$ cat config.mk
export PLATFORM = sky130hd
export DESIGN_NAME = sw_input_port
export DESIGN_NICKNAME = d
export VERILOG_FILES = /design/src/rtl/sw_input_port.sv
export SDC_FILE = /design/constraint.sdc
export NUM_CORES = 1
export LEC_CHECK = 0
export CAP_MARGIN = 20
export CORE_ASPECT_RATIO = 0.6
export CORE_UTILIZATION = 45
export DETAILED_ROUTE_END_ITERATION = 6
export HOLD_SLACK_MARGIN = 0.05
export PLACE_DENSITY = 0.69
export SYNTH_ARGS = -nofsm -noshare
export SYNTH_HDL_FRONTEND = slang
export SYNTH_SLANG_ARGS = --single-unit
export TNS_END_PERCENT = 100
$ cat constraint.sdc
create_clock -name clk -period 4.95 [get_ports clk]
set_input_delay 1.485 -clock clk [delete_from_list [all_inputs] [get_ports clk]]
set_output_delay 1.485 -clock clk [all_outputs]
set_load 0.03 [all_outputs]
$ cat src/rtl/sw_input_port.sv
`timescale 1ns/1ps
`default_nettype none
// ============================================================================
// sw_input_port : slide-switch peripheral (sync, debounce, sticky rise events)
// Rev 1.0
// ============================================================================
module sw_input_port #(
  parameter int         WIDTH     = 8,
  parameter int         DB_LIMIT  = 50000,
  parameter int         CNT_W     = 16,
  parameter logic [8:0] SW_ADDR   = 9'h140,
  parameter logic [8:0] STAT_ADDR = 9'h141
) (
  input  logic             clk,
  input  logic             reset,
  input  logic [WIDTH-1:0] sw_in,
  input  logic [1:0]       mem_cmd,
  input  logic [8:0]       mem_addr,
  output logic             rd_en,
  output logic [15:0]      rd_data,
  output logic             irq
);

  localparam logic [0:0] ST_IDLE   = 1'b0;
  localparam logic [0:0] ST_SETTLE = 1'b1;

  logic [WIDTH-1:0] sync1_q, sync2_q;
  logic [WIDTH-1:0] stable_q, stable_d;
  logic [WIDTH-1:0] cand_q, cand_d;
  logic [WIDTH-1:0] status_q, status_d;
  logic [CNT_W-1:0] cnt_q, cnt_d;
  logic [0:0]       state_q, state_d;
  logic [WIDTH-1:0] new_events;
  logic             sw_rd, stat_rd;

  assign sw_rd   = (mem_cmd == 2'b01) && (mem_addr == SW_ADDR);
  assign stat_rd = (mem_cmd == 2'b01) && (mem_addr == STAT_ADDR);
  assign rd_en   = sw_rd | stat_rd;
  assign rd_data = sw_rd   ? 16'(stable_q) :
                   stat_rd ? 16'(status_q) : 16'h0000;
  assign irq     = |status_q;

  // Whole vector debounced as one: any bit differing from the candidate restarts the count.
  always_comb begin
    stable_d   = stable_q;
    cand_d     = cand_q;
    cnt_d      = cnt_q;
    state_d    = state_q;
    new_events = '0;
    case (state_q)
      ST_IDLE: begin
        if (sync2_q != stable_q) begin
          cand_d  = sync2_q;
          cnt_d   = CNT_W'(1);
          state_d = ST_SETTLE;
        end
      end
      ST_SETTLE: begin
        if (sync2_q == stable_q) begin
          cnt_d   = '0;
          state_d = ST_IDLE;
        end else if (sync2_q != cand_q) begin
          cand_d = sync2_q;
          cnt_d  = CNT_W'(1);
        end else if (cnt_q == CNT_W'(DB_LIMIT - 1)) begin
          stable_d   = cand_q;
          new_events = cand_q & ~stable_q;
          cnt_d      = '0;
          state_d    = ST_IDLE;
        end else begin
          cnt_d = cnt_q + CNT_W'(1);
        end
      end
      default: begin
        cnt_d   = '0;
        state_d = ST_IDLE;
      end
    endcase
    // An event accepted on the clearing edge survives the clear.
    status_d = (stat_rd ? '0 : status_q) | new_events;
  end

  always_ff @(posedge clk or posedge reset) begin
    if (reset) begin
      sync1_q  <= '0;
      sync2_q  <= '0;
      stable_q <= '0;
      cand_q   <= '0;
      status_q <= '0;
      cnt_q    <= '0;
      state_q  <= ST_IDLE;
    end else begin
      sync1_q  <= sw_in;
      sync2_q  <= sync1_q;
      stable_q <= stable_d;
      cand_q   <= cand_d;
      status_q <= status_d;
      cnt_q    <= cnt_d;
      state_q  <= state_d;
    end
  end

endmodule
`default_nettype wire

Word-level counts from Yosys, hierarchy flattened

Index checks and enable logic that the tools add are counted.

Add/sub/neg operators: 1
Equality and inequality tests: 10
Mux-type cells: 21
Bitwise logic cells: 7
Reductions and logical operators: 5

Operator list:

| kind                  | count |
|---|---|
| $mux 8                | 10 |
| $mux 16               | 4 |
| $pmux 16 s2           | 1 |
| $eq 9x9->1 const B    | 2 |
| $add 16x1->16 const B | 1 |
| $eq 16x16->1 const B  | 1 |
| $ne 8x8->1            | 2 |
| $pmux 8 s2            | 1 |
| $and 8x8->8           | 1 |
| $eq 8x8->1            | 1 |
| $not 8->8             | 1 |
| $or 8x8->8            | 1 |
| $reduce_or 8->1       | 1 |
| $mux 1                | 4 |
| $ne 2x2->1 const B    | 2 |
| $reduce_and 4->1      | 1 |
| $not 1->1             | 3 |
| $reduce_and 3->1      | 1 |
| $eq 2x1->1 const B    | 1 |
| $logic_and 1x1->1     | 2 |
| $ne 2x1->1 const B    | 1 |
| $pmux 1 s2            | 1 |
| $or 1x1->1            | 1 |

Register bits: 57
Bits of input ports: 21
Output and inout bits: 18

Depth between registers and ports, before layout

Gate-level depths: netlist (run 1).

Word-level depth: 7
Mapped depth: 7

Least setup slack after synthesis (run 1)

Ideal clock, no wire load.

Kind: in2out
From: input mem_addr[5]
To: output rd_data[0]
Data arrival time: 2.478 ns
Setup slack: 0.987 ns
Stages on the path: 3
Path buffers: 0
Cells stage by stage: nor4b_1 nand3_1 nor2_1

Word-level cells in the longest chain between the ends: 4

Ends and longest elaborated chain:

| what              | RTL line | source |
|---|---|---|
| start, declared   | 18       | `input logic [8:0] mem_addr,` |
| $eq 9x9->1        | 37       | `assign stat_rd = (mem_cmd == 2'b01) && (mem_addr == STAT_ADDR);` |
| $logic_and 1x1->1 | 37       |  |
| $mux 8            | 40       | `stat_rd ? 16'(status_q) : 16'h0000;` |
| $mux 8 (*)        | 39       | `assign rd_data = sw_rd ? 16'(stable_q) :` |
| end, declared     | 20       | `output logic [15:0] rd_data,` |

Mark *: on every way between the ends. The rest lies on a longest branch, timed or not.

Worst setup path after layout (run 1)

From: input mem_addr[8]
To: output rd_data[4]

The elaborated chain is that of the path after synthesis.

==> impl_metrics.prom, run 1 <==
# TYPE chip_impl_metric gauge
chip_impl_info{name="outcome",value="finished, final reports clean"} 1
chip_impl_metric{name="globalRouteTotalUtil",unit="%"} 20.19
chip_impl_info{name="dominant_combinational_cell_family_by_area_after_synthesis",value="simple AND/OR/NAND/NOR gates"} 1
chip_impl_metric{name="worst_pin_slew",unit="ns"} 1.067
chip_impl_metric{name="max_slew_margin",unit="%"} 28.61
chip_impl_metric{name="timing.final.crit_period",unit="ns"} 4.811
chip_impl_metric{name="final_layout_size_suffix_gt1_share",unit="%"} 14.79
chip_impl_metric{name="yosys_warn_count",unit=""} 0
chip_impl_metric{name="synth_area_per_cell",unit="um2"} 11.35
chip_impl_metric{name="detailed_place.area",unit="mm2"} 0.003120
chip_impl_metric{name="synth-simple-area-share",unit="%"} 18.86
chip_impl_metric{name="setup_ws",unit="ns"} 0.1391
chip_impl_metric{name="setup_total_negative_slack",unit="ns"} 0
chip_impl_metric{name="wire_per_inst",unit="um"} 15.30
chip_impl_metric{name="cp_data_arrival_time",unit="ns"} 3.33
chip_impl_metric{name="detail_route.vias_per_cell",unit=""} 5.371
chip_impl_metric{name="clock_path_buffers",unit=""} 2
chip_impl_info{name="startpoint_type",value="primary input"} 1
chip_impl_metric{name="timing.final.max_slew_violations",unit=""} 0
chip_impl_info{name="critical_path.endpoint_type",value="output pin"} 1
chip_impl_metric{name="global_route_wire_length_before_repair",unit="um"} 9528
chip_impl_metric{name="layoutNonFillerInstCount",unit=""} 364
chip_impl_metric{name="first_global_vias",unit=""} 1885
chip_impl_metric{name="gate_count_of_the_mapped_netlist",unit=""} 245
chip_impl_metric{name="clock-sinks",unit=""} 57
chip_impl_metric{name="post_synth_num_cell_types",unit=""} 41
chip_impl_metric{name="clock_latency",unit="ns"} 0.34
chip_impl_metric{name="grt.overflow.total",unit=""} 0
chip_impl_metric{name="antenna_violating_nets_post_route",unit=""} 0
chip_impl_metric{name="placement.io_buffers",unit=""} 30
chip_impl_metric{name="antenna_found_initial",unit=""} 0
chip_impl_metric{name="leakage",unit="nW"} 1.577
chip_impl_info{name="hold_path.class",value="reg -> reg"} 1
chip_impl_info{name="grt_setup_unrepaired",value="false"} 1
chip_impl_metric{name="cts_buffers",unit=""} 9
chip_impl_info{name="cts_tree",value="done"} 1
chip_impl_metric{name="cts.hold.buffers_added",unit=""} 0
chip_impl_metric{name="crit_fanout",unit=""} 9
chip_impl_metric{name="design_area",unit="mm2"} 0.003401
chip_impl_metric{name="yosys.area_share.adder",unit="%"} 0.4500
chip_impl_metric{name="final_stage_net_count",unit=""} 301
chip_impl_metric{name="design.die.area",unit="mm2"} 0.006507
chip_impl_metric{name="die_x",unit="um"} 103.5
chip_impl_metric{name="placed_cells_incl_taps",unit=""} 348
chip_impl_metric{name="synth_compound_area_share",unit="%"} 10.22
chip_impl_metric{name="gp_congestion",unit=""} 0.7757
chip_impl_metric{name="final_hold_viol_count",unit=""} 0
chip_impl_metric{name="timing.final.crit_share",unit="%"} 97.19
chip_impl_metric{name="critPathMaxStageDelay",unit="ns"} 0.68
chip_impl_info{name="path_class",value="in -> out"} 1
chip_impl_info{name="synthTopCellsByArea",value="sky130_fd_sc_hd__dfrtp_1 (51%), sky130_fd_sc_hd__mux2_2 (5.7%), sky130_fd_sc_hd__a221o_1 (4.3%)"} 1
chip_impl_info{name="crit_chain",value="clkdlybuf4s50_1 > nor4bb_1 > nand3_2 > nor2_1 > clkdlybuf4s50_1"} 1
chip_impl_metric{name="cts.reportedPaths.clkPinSlew",unit="ns"} 0.07
chip_impl_metric{name="io-pin-count",unit=""} 39
chip_impl_info{name="synthFlopType",value="sky130_fd_sc_hd__dfrtp_1"} 1
chip_impl_metric{name="row_count",unit=""} 21
chip_impl_info{name="cp_slowest_cell",value="sky130_fd_sc_hd__clkdlybuf4s50_1"} 1
chip_impl_metric{name="area.growth.synth_to_final",unit="%"} 22.32
chip_impl_info{name="critPathMostFrequentCell",value="sky130_fd_sc_hd__clkdlybuf4s50_1"} 1
chip_impl_metric{name="detailroute.via_count",unit=""} 1955
chip_impl_metric{name="timing.max_cap.violations",unit=""} 0
chip_impl_metric{name="drt_wirelength",unit="um"} 5571
chip_impl_metric{name="synth.ff_latch_count",unit=""} 57
chip_impl_metric{name="synthesis.area",unit="mm2"} 0.002780
chip_impl_metric{name="synthDominantCellAreaShare",unit="%"} 51.31
chip_impl_metric{name="detail_route.first_pass.iterations",unit=""} 4
chip_impl_metric{name="postSynth.asyncResetShare",unit="%"} 100.0
chip_impl_metric{name="post_synth_mux_area_share",unit="%"} 9.361
chip_impl_metric{name="synth_sequential_area_ratio",unit="%"} 51.31
chip_impl_metric{name="pin_count_of_the_biggest_net_entering_global_routing",unit=""} 34
chip_impl_metric{name="pre_cts_slack",unit="ns"} 0.009804
chip_impl_metric{name="number_of_flops_mapped_to_enable_cells_by_yosys",unit=""} 0
chip_impl_metric{name="initial_utilization",unit="%"} 48.31
chip_impl_metric{name="data_required_time_at_the_worst_endpoint",unit="ns"} 3.46
chip_impl_metric{name="skew",unit="ns"} 0.008118
chip_impl_info{name="clock_tree.root_cell",value="sky130_fd_sc_hd__clkbuf_8"} 1
chip_impl_metric{name="timing.final.setup_violations",unit=""} 0
chip_impl_metric{name="die_h",unit="um"} 62.89
chip_impl_metric{name="parity_gate_share_of_the_synthesized_area_counting_xor_and_xnor_cells",unit="%"} 5.356
chip_impl_metric{name="timing.hold.ws",unit="ns"} 0.3483
chip_impl_metric{name="power_dens_cells",unit="mW/mm2"} 317.6
chip_impl_metric{name="place_hpwl",unit="um"} 3896
chip_impl_metric{name="placeableCoreArea",unit="mm2"} 0.005754
chip_impl_metric{name="cts_htree_levels",unit=""} 3
chip_impl_info{name="synthDominantAreaCellType",value="sky130_fd_sc_hd__dfrtp_1"} 1
chip_impl_metric{name="drc_violations_left",unit=""} 0
chip_impl_metric{name="worst_ir_drop_vdd",unit="mV"} 0.2099
chip_impl_metric{name="drt_iter0_markers",unit=""} 94
chip_impl_metric{name="antenna_cells",unit=""} 0
chip_impl_metric{name="maxClockFrequency",unit="GHz"} 0.2079
[cells by family (layout without fill, tap and decap cells)]
group                    count (synthesis)  in the layout
AND/OR/NAND/NOR                         90             90
flip-flops                              57             57
AO/OA/AOI/OAI                           34             34
multiplexers                            24             24
buffers and inverters                   21             53
XOR/XNOR                                17             17
adder cells (fa/ha/maj)                  1              1
other                                    1              8
[flip-flops by register name, indices dropped and copies added (netlist names)]
name	flops
cand_q	8
cnt_q	16
stable_q	8
state_q	1
status_q	8
sync1_q	8
sync2_q	8
[worst max-delay path, delay by kind of cell]
| family | cells | cell delay, ns |
|---|---|---|
| buffers and inverters | 2 | 1.13 |
| AND/OR/NAND/NOR | 3 | 0.72 |
[layout make-up]
type	count	area (um2)
inverter	5	18.77
sequential	57	1426
timing repair buffer	32	335.3
clock inverter	7	125.1
multi-input combinational	174	1271
fill	475	2354
tap	80	100.1
clock buffer	9	123.9
[stage by stage]
stage / total power, mW / util (%)
after floorplan: 0.5333 / -
after global placement: 0.5515 / 54.23
after detailed placement: 0.5527 / 54.23
after CTS: 1.094 / 58.56
after global routing: 1.125 / 59.10
final: 1.080 / 59.10
[synthesized netlist by cell type, types with 2 or more instances]
master	count
sky130_fd_sc_hd__dfrtp_1	57
sky130_fd_sc_hd__nor4bb_1	2
sky130_fd_sc_hd__clkbuf_1	4
sky130_fd_sc_hd__and4_1	2
sky130_fd_sc_hd__nand4_1	6
sky130_fd_sc_hd__buf_2	3
sky130_fd_sc_hd__o21bai_1	2
sky130_fd_sc_hd__nand3_1	5
sky130_fd_sc_hd__inv_1	5
sky130_fd_sc_hd__o21ai_0	6
sky130_fd_sc_hd__mux2_2	14
sky130_fd_sc_hd__xor2_1	7
sky130_fd_sc_hd__a221o_1	12
sky130_fd_sc_hd__nor4_1	3
sky130_fd_sc_hd__nor2_1	17
sky130_fd_sc_hd__a22o_1	9
sky130_fd_sc_hd__nor3_1	19
sky130_fd_sc_hd__mux2_1	2
sky130_fd_sc_hd__nand2_1	14
sky130_fd_sc_hd__xnor2_1	10
sky130_fd_sc_hd__nor2b_1	10
sky130_fd_sc_hd__and3_1	2
sky130_fd_sc_hd__mux2i_1	8
sky130_fd_sc_hd__buf_4	8
sky130_fd_sc_hd__nor4b_1	2
[layer usage]
metal | up-vias | part of all wire, % | global-route usage, %
met1 | 930 | 52 | 30.60
met2 | 66 | 39 | 25.50
li1 | 953 | - | -
met3 | 6 | 8.1 | 6.711
met4 | 0 | 1.2 | 8.979
met5 | - | 0 | 0
[cell usage in the layout, fill, tap and decap left out, types with 3 or more instances in the layout]
| master | Yosys | layout |
|---|---|---|
| sky130_fd_sc_hd__nor3_1 | 19 | 19 |
| sky130_fd_sc_hd__nand2_1 | 14 | 14 |
| sky130_fd_sc_hd__mux2_2 | 14 | 14 |
| sky130_fd_sc_hd__bufinv_16 | 0 | 3 |
| sky130_fd_sc_hd__nor2_1 | 17 | 17 |
| sky130_fd_sc_hd__nand3_1 | 5 | 4 |
| sky130_fd_sc_hd__nor4_1 | 3 | 3 |
| sky130_fd_sc_hd__xnor2_1 | 10 | 10 |
| sky130_fd_sc_hd__a221o_1 | 12 | 12 |
| sky130_fd_sc_hd__nand4_1 | 6 | 6 |
| sky130_fd_sc_hd__a22o_1 | 9 | 9 |
| sky130_fd_sc_hd__clkbuf_8 | 0 | 9 |
| sky130_fd_sc_hd__nor2b_1 | 10 | 10 |
| sky130_fd_sc_hd__mux2i_1 | 8 | 8 |
| sky130_fd_sc_hd__dfrtp_1 | 57 | 57 |
| sky130_fd_sc_hd__clkdlybuf4s50_1 | 0 | 22 |
| sky130_fd_sc_hd__dlymetal6s2s_1 | 0 | 8 |
| sky130_fd_sc_hd__o21ai_0 | 6 | 6 |
| sky130_fd_sc_hd__inv_1 | 5 | 4 |
| sky130_fd_sc_hd__conb_1 | 1 | 8 |
| sky130_fd_sc_hd__xor2_1 | 7 | 7 |
[timing repair]
| action | in CTS | in global routing |
|---|---|---|
| setup endpoints to repair | 0 | 9 |
| gates resized for setup | 0 | 10 |
| setup buffers | 0 | 0 |
[worst paths after layout]
kind	from	cells after the start	end	slack, ns
min reg2reg	sync1_q[1]	0	sync2_q[1]	0.35
max	mem_addr[8]	5	rd_data[4]	0.14
max in group asynchronous	reset	3	stable_q[3]	2.61
min in group asynchronous	reset	2	sync1_q[1]	1.55
min	sync1_q[1]	0	sync2_q[1]	0.35
max reg2reg	cnt_q[0]	6	cnt_q[6]	2.31
[where the power goes]
part,switching [mW],total [mW],internal (mW)
sequential,0.00994,0.486,0.476
combinational,0.0305,0.0578,0.0273
clock,0.197,0.536,0.339
total,0.238,1.08,0.842
(Power assumes the default switching activity.)
==> run 2: changes to the inputs <==
--- a/config.mk
+++ b/config.mk
@@ -7,6 +7,7 @@
 export LEC_CHECK = 0
 export CAP_MARGIN = 20
 export CORE_ASPECT_RATIO = 0.6
+export CORE_MARGIN = 5
 export CORE_UTILIZATION = 45
 export DETAILED_ROUTE_END_ITERATION = 6
 export HOLD_SLACK_MARGIN = 0.05
==> constraint.sdc (replaced) <==
create_clock -name clk -period 4.95 [get_ports clk]
set_input_delay 1.485 -clock clk [delete_from_list [all_inputs] [get_ports clk]]
set_output_delay 1.485 -clock clk [all_outputs]
set_load 0.1 [all_outputs]
==> run 2 against run 1 <==
Die area is 21% higher. Critical path depth stayed put. Clock skew hardly changed. Final cell count is 1.1% higher. Critical path type unchanged. Largest power group unchanged. Highest routed layer unchanged.
==> impl_metrics.prom, run 2 (synthesized netlist as in run 1, its figures left out) <==
# TYPE chip_impl_metric gauge
chip_impl_metric{name="drt_wirelength",unit="um"} 5697
chip_impl_metric{name="worst_ir_drop_vdd",unit="mV"} 0.1921
chip_impl_metric{name="worst_pin_slew",unit="ns"} 0.9628
chip_impl_metric{name="antenna_found_initial",unit=""} 0
chip_impl_info{name="min_from",value="sync1_q[2]"} 1
chip_impl_metric{name="use_met3",unit="%"} 5.299
chip_impl_metric{name="total_of_cells_resized_after_clock_tree_synthesis",unit=""} 0
chip_impl_metric{name="antenna_violating_nets_post_route",unit=""} 0
chip_impl_metric{name="timing.final.max_slew_violations",unit=""} 0
chip_impl_metric{name="area.growth.synth_to_final",unit="%"} 23.90
chip_impl_metric{name="grt.overflow.total",unit=""} 0
chip_impl_info{name="outcome",value="finished, final reports clean"} 1
chip_impl_info{name="global_route.peak_usage_layer",value="met1"} 1
chip_impl_metric{name="global_route_wire_length_before_repair",unit="um"} 9604
chip_impl_metric{name="drt_iter0_markers",unit=""} 150
chip_impl_metric{name="r2r_setup_slk",unit="ns"} 2.44
chip_impl_info{name="worstReg2RegStart",value="cnt_q[0]"} 1
chip_impl_metric{name="die_x",unit="um"} 111.5
chip_impl_info{name="critical_path.startpoint",value="mem_addr[8]"} 1
chip_impl_info{name="cts_tree",value="done"} 1
chip_impl_metric{name="design.die.area",unit="mm2"} 0.007902
chip_impl_info{name="path_class",value="in -> out"} 1
chip_impl_metric{name="place_hpwl",unit="um"} 4044
chip_impl_metric{name="gp_congestion",unit=""} 0.8220
chip_impl_metric{name="power_dens_cells",unit="mW/mm2"} 305.4
chip_impl_metric{name="max_slew_margin",unit="%"} 35.58
chip_impl_metric{name="detail_route.first_pass.iterations",unit=""} 4
chip_impl_metric{name="row_count",unit=""} 22
chip_impl_info{name="clock_tree.root_cell",value="sky130_fd_sc_hd__clkbuf_8"} 1
chip_impl_metric{name="io-pin-count",unit=""} 39
chip_impl_metric{name="maxClockFrequency",unit="GHz"} 0.2197
chip_impl_metric{name="placed_cells_incl_taps",unit=""} 352
chip_impl_metric{name="cts_buffers",unit=""} 9
chip_impl_metric{name="cts.reportedPaths.clkPinSlew",unit="ns"} 0.06
chip_impl_metric{name="layoutNonFillerInstCount",unit=""} 368
chip_impl_metric{name="timing.final.crit_period",unit="ns"} 4.551
chip_impl_metric{name="grt_use_met2",unit="%"} 21.51
chip_impl_metric{name="initial_utilization",unit="%"} 45.91
chip_impl_info{name="startpoint_type",value="primary input"} 1
chip_impl_metric{name="setup_total_negative_slack",unit="ns"} 0
chip_impl_info{name="final_common_cell",value="sky130_fd_sc_hd__dfrtp_1"} 1
chip_impl_metric{name="die_h",unit="um"} 70.89
chip_impl_metric{name="max_reg_flops",unit=""} 16
chip_impl_metric{name="groute.layer.met1.usage",unit="%"} 22.03
chip_impl_metric{name="timing.final.crit_share",unit="%"} 91.93
chip_impl_metric{name="leakage",unit="nW"} 1.459
chip_impl_metric{name="globalRouteTotalUtil",unit="%"} 15.51
chip_impl_metric{name="cts_post_setup_buffers_inserted",unit=""} 0
chip_impl_metric{name="cts.hold.buffers_added",unit=""} 0
chip_impl_metric{name="drc_violations_left",unit=""} 0
chip_impl_info{name="hold_path.class",value="reg -> reg"} 1
chip_impl_info{name="critical_path.endpoint_type",value="output pin"} 1
chip_impl_metric{name="clock_path_buffers",unit=""} 2
chip_impl_metric{name="data_required_time_at_the_worst_endpoint",unit="ns"} 3.46
chip_impl_metric{name="detail_route.vias_per_cell",unit=""} 5.321
chip_impl_metric{name="clock_latency",unit="ns"} 0.34
chip_impl_metric{name="cp_data_arrival_time",unit="ns"} 3.07
chip_impl_metric{name="cts_htree_levels",unit=""} 3
chip_impl_info{name="grt_setup_unrepaired",value="false"} 1
chip_impl_metric{name="timing.final.setup_violations",unit=""} 0
chip_impl_metric{name="final_stage_net_count",unit=""} 301
chip_impl_metric{name="clock-sinks",unit=""} 57
chip_impl_metric{name="final_layout_size_suffix_gt1_share",unit="%"} 17.25
chip_impl_metric{name="placement.io_buffers",unit=""} 30
chip_impl_info{name="final_cell_mix",value="sky130_fd_sc_hd__dfrtp_1 (57), sky130_fd_sc_hd__clkdlybuf4s50_1 (21), sky130_fd_sc_hd__nor3_1 (19), sky130_fd_sc_hd__nor2_1 (17)"} 1
chip_impl_metric{name="antenna_cells",unit=""} 0
chip_impl_metric{name="pin_count_of_the_biggest_net_entering_global_routing",unit=""} 35
chip_impl_metric{name="placeableCoreArea",unit="mm2"} 0.006056
chip_impl_metric{name="first_global_vias",unit=""} 1908
chip_impl_info{name="regMostFlops",value="cnt_q"} 1
chip_impl_metric{name="crit_fanout",unit=""} 9
chip_impl_metric{name="timing.max_cap.violations",unit=""} 0
chip_impl_metric{name="detailroute.via_count",unit=""} 1958
chip_impl_metric{name="final_hold_viol_count",unit=""} 0
chip_impl_metric{name="wire_per_inst",unit="um"} 15.48
chip_impl_metric{name="skew",unit="ns"} 0.008292
run 2: cell types whose count changed in the layout (fill, tap and decap cells not counted), moves of 2 or more:
cell	delta
sky130_fd_sc_hd__clkinv_2	+2
sky130_fd_sc_hd__buf_12	+9
sky130_fd_sc_hd__dlymetal6s2s_1	-8
sky130_fd_sc_hd__inv_6	-2
sky130_fd_sc_hd__clkinv_4	-2
sky130_fd_sc_hd__clkbuf_8	+2
run 2: final timing paths:
path                         endpoint  depth (start not counted)
setup reg to reg            cnt_q[11]                          6
max in group asynchronous   cnt_q[15]                          3
setup / recovery           rd_data[7]                          5
hold / removal             sync2_q[2]                          0
min in group asynchronous    cnt_q[7]                          2
hold reg to reg            sync2_q[2]                          0
run 2: final cells by class:
type,instances,area [um2]
clock inverters,5,77.57
flip-flops and latches,57,1426
multi-input cells,174,1260
well taps,84,105.1
inverters,5,18.77
fillers,509,2611
repair buffers,32,405.4
clock buffers,11,151.4
run 2: worst max-delay path, cell delays in order:
cell and delay, ns:
sky130_fd_sc_hd__clkdlybuf4s50_1 0.46, sky130_fd_sc_hd__nor4bb_1 0.29, sky130_fd_sc_hd__nand3_1 0.32, sky130_fd_sc_hd__nor2_1 0.30, sky130_fd_sc_hd__buf_12 0.21
run 2: report_power, final:
part	total, mW	switching, mW	internal [mW]
clock network	0.490	0.182	0.309
registers	0.486	0.00980	0.476
logic	0.0754	0.0482	0.0272
run 2: per-layer routing:
| layer | up-vias | part of all wire (%) |
|---|---|---|
| li1 | 954 | - |
| met1 | 923 | 52 |
| met2 | 69 | 40 |
| met3 | 12 | 6.8 |
| met4 | 0 | 1.3 |
| met5 | - | 0 |
run 2: metrics by stage:
| stage | cell area, um2 | utilization [%] | power, mW | worst slack (ns) | hold slack, ns |
|---|---|---|---|---|---|
| 2_1_floorplan | 2806 | - | 0.5518 | 0.1388 | 0.3312 |
| 3_3_place_gp | 3216 | 53.10 | 0.5696 | 0.5132 | 0.3323 |
| 3_5_place_dp | 3216 | 53.10 | 0.5708 | 0.3412 | 0.3347 |
| 4_1_cts | 3445 | 56.88 | 1.061 | 0.3409 | 0.3497 |
| 5_1_grt | 3445 | 56.88 | 1.089 | 0.2398 | 0.3533 |
| 6_report | 3445 | 56.88 | 1.052 | 0.3993 | 0.3476 |
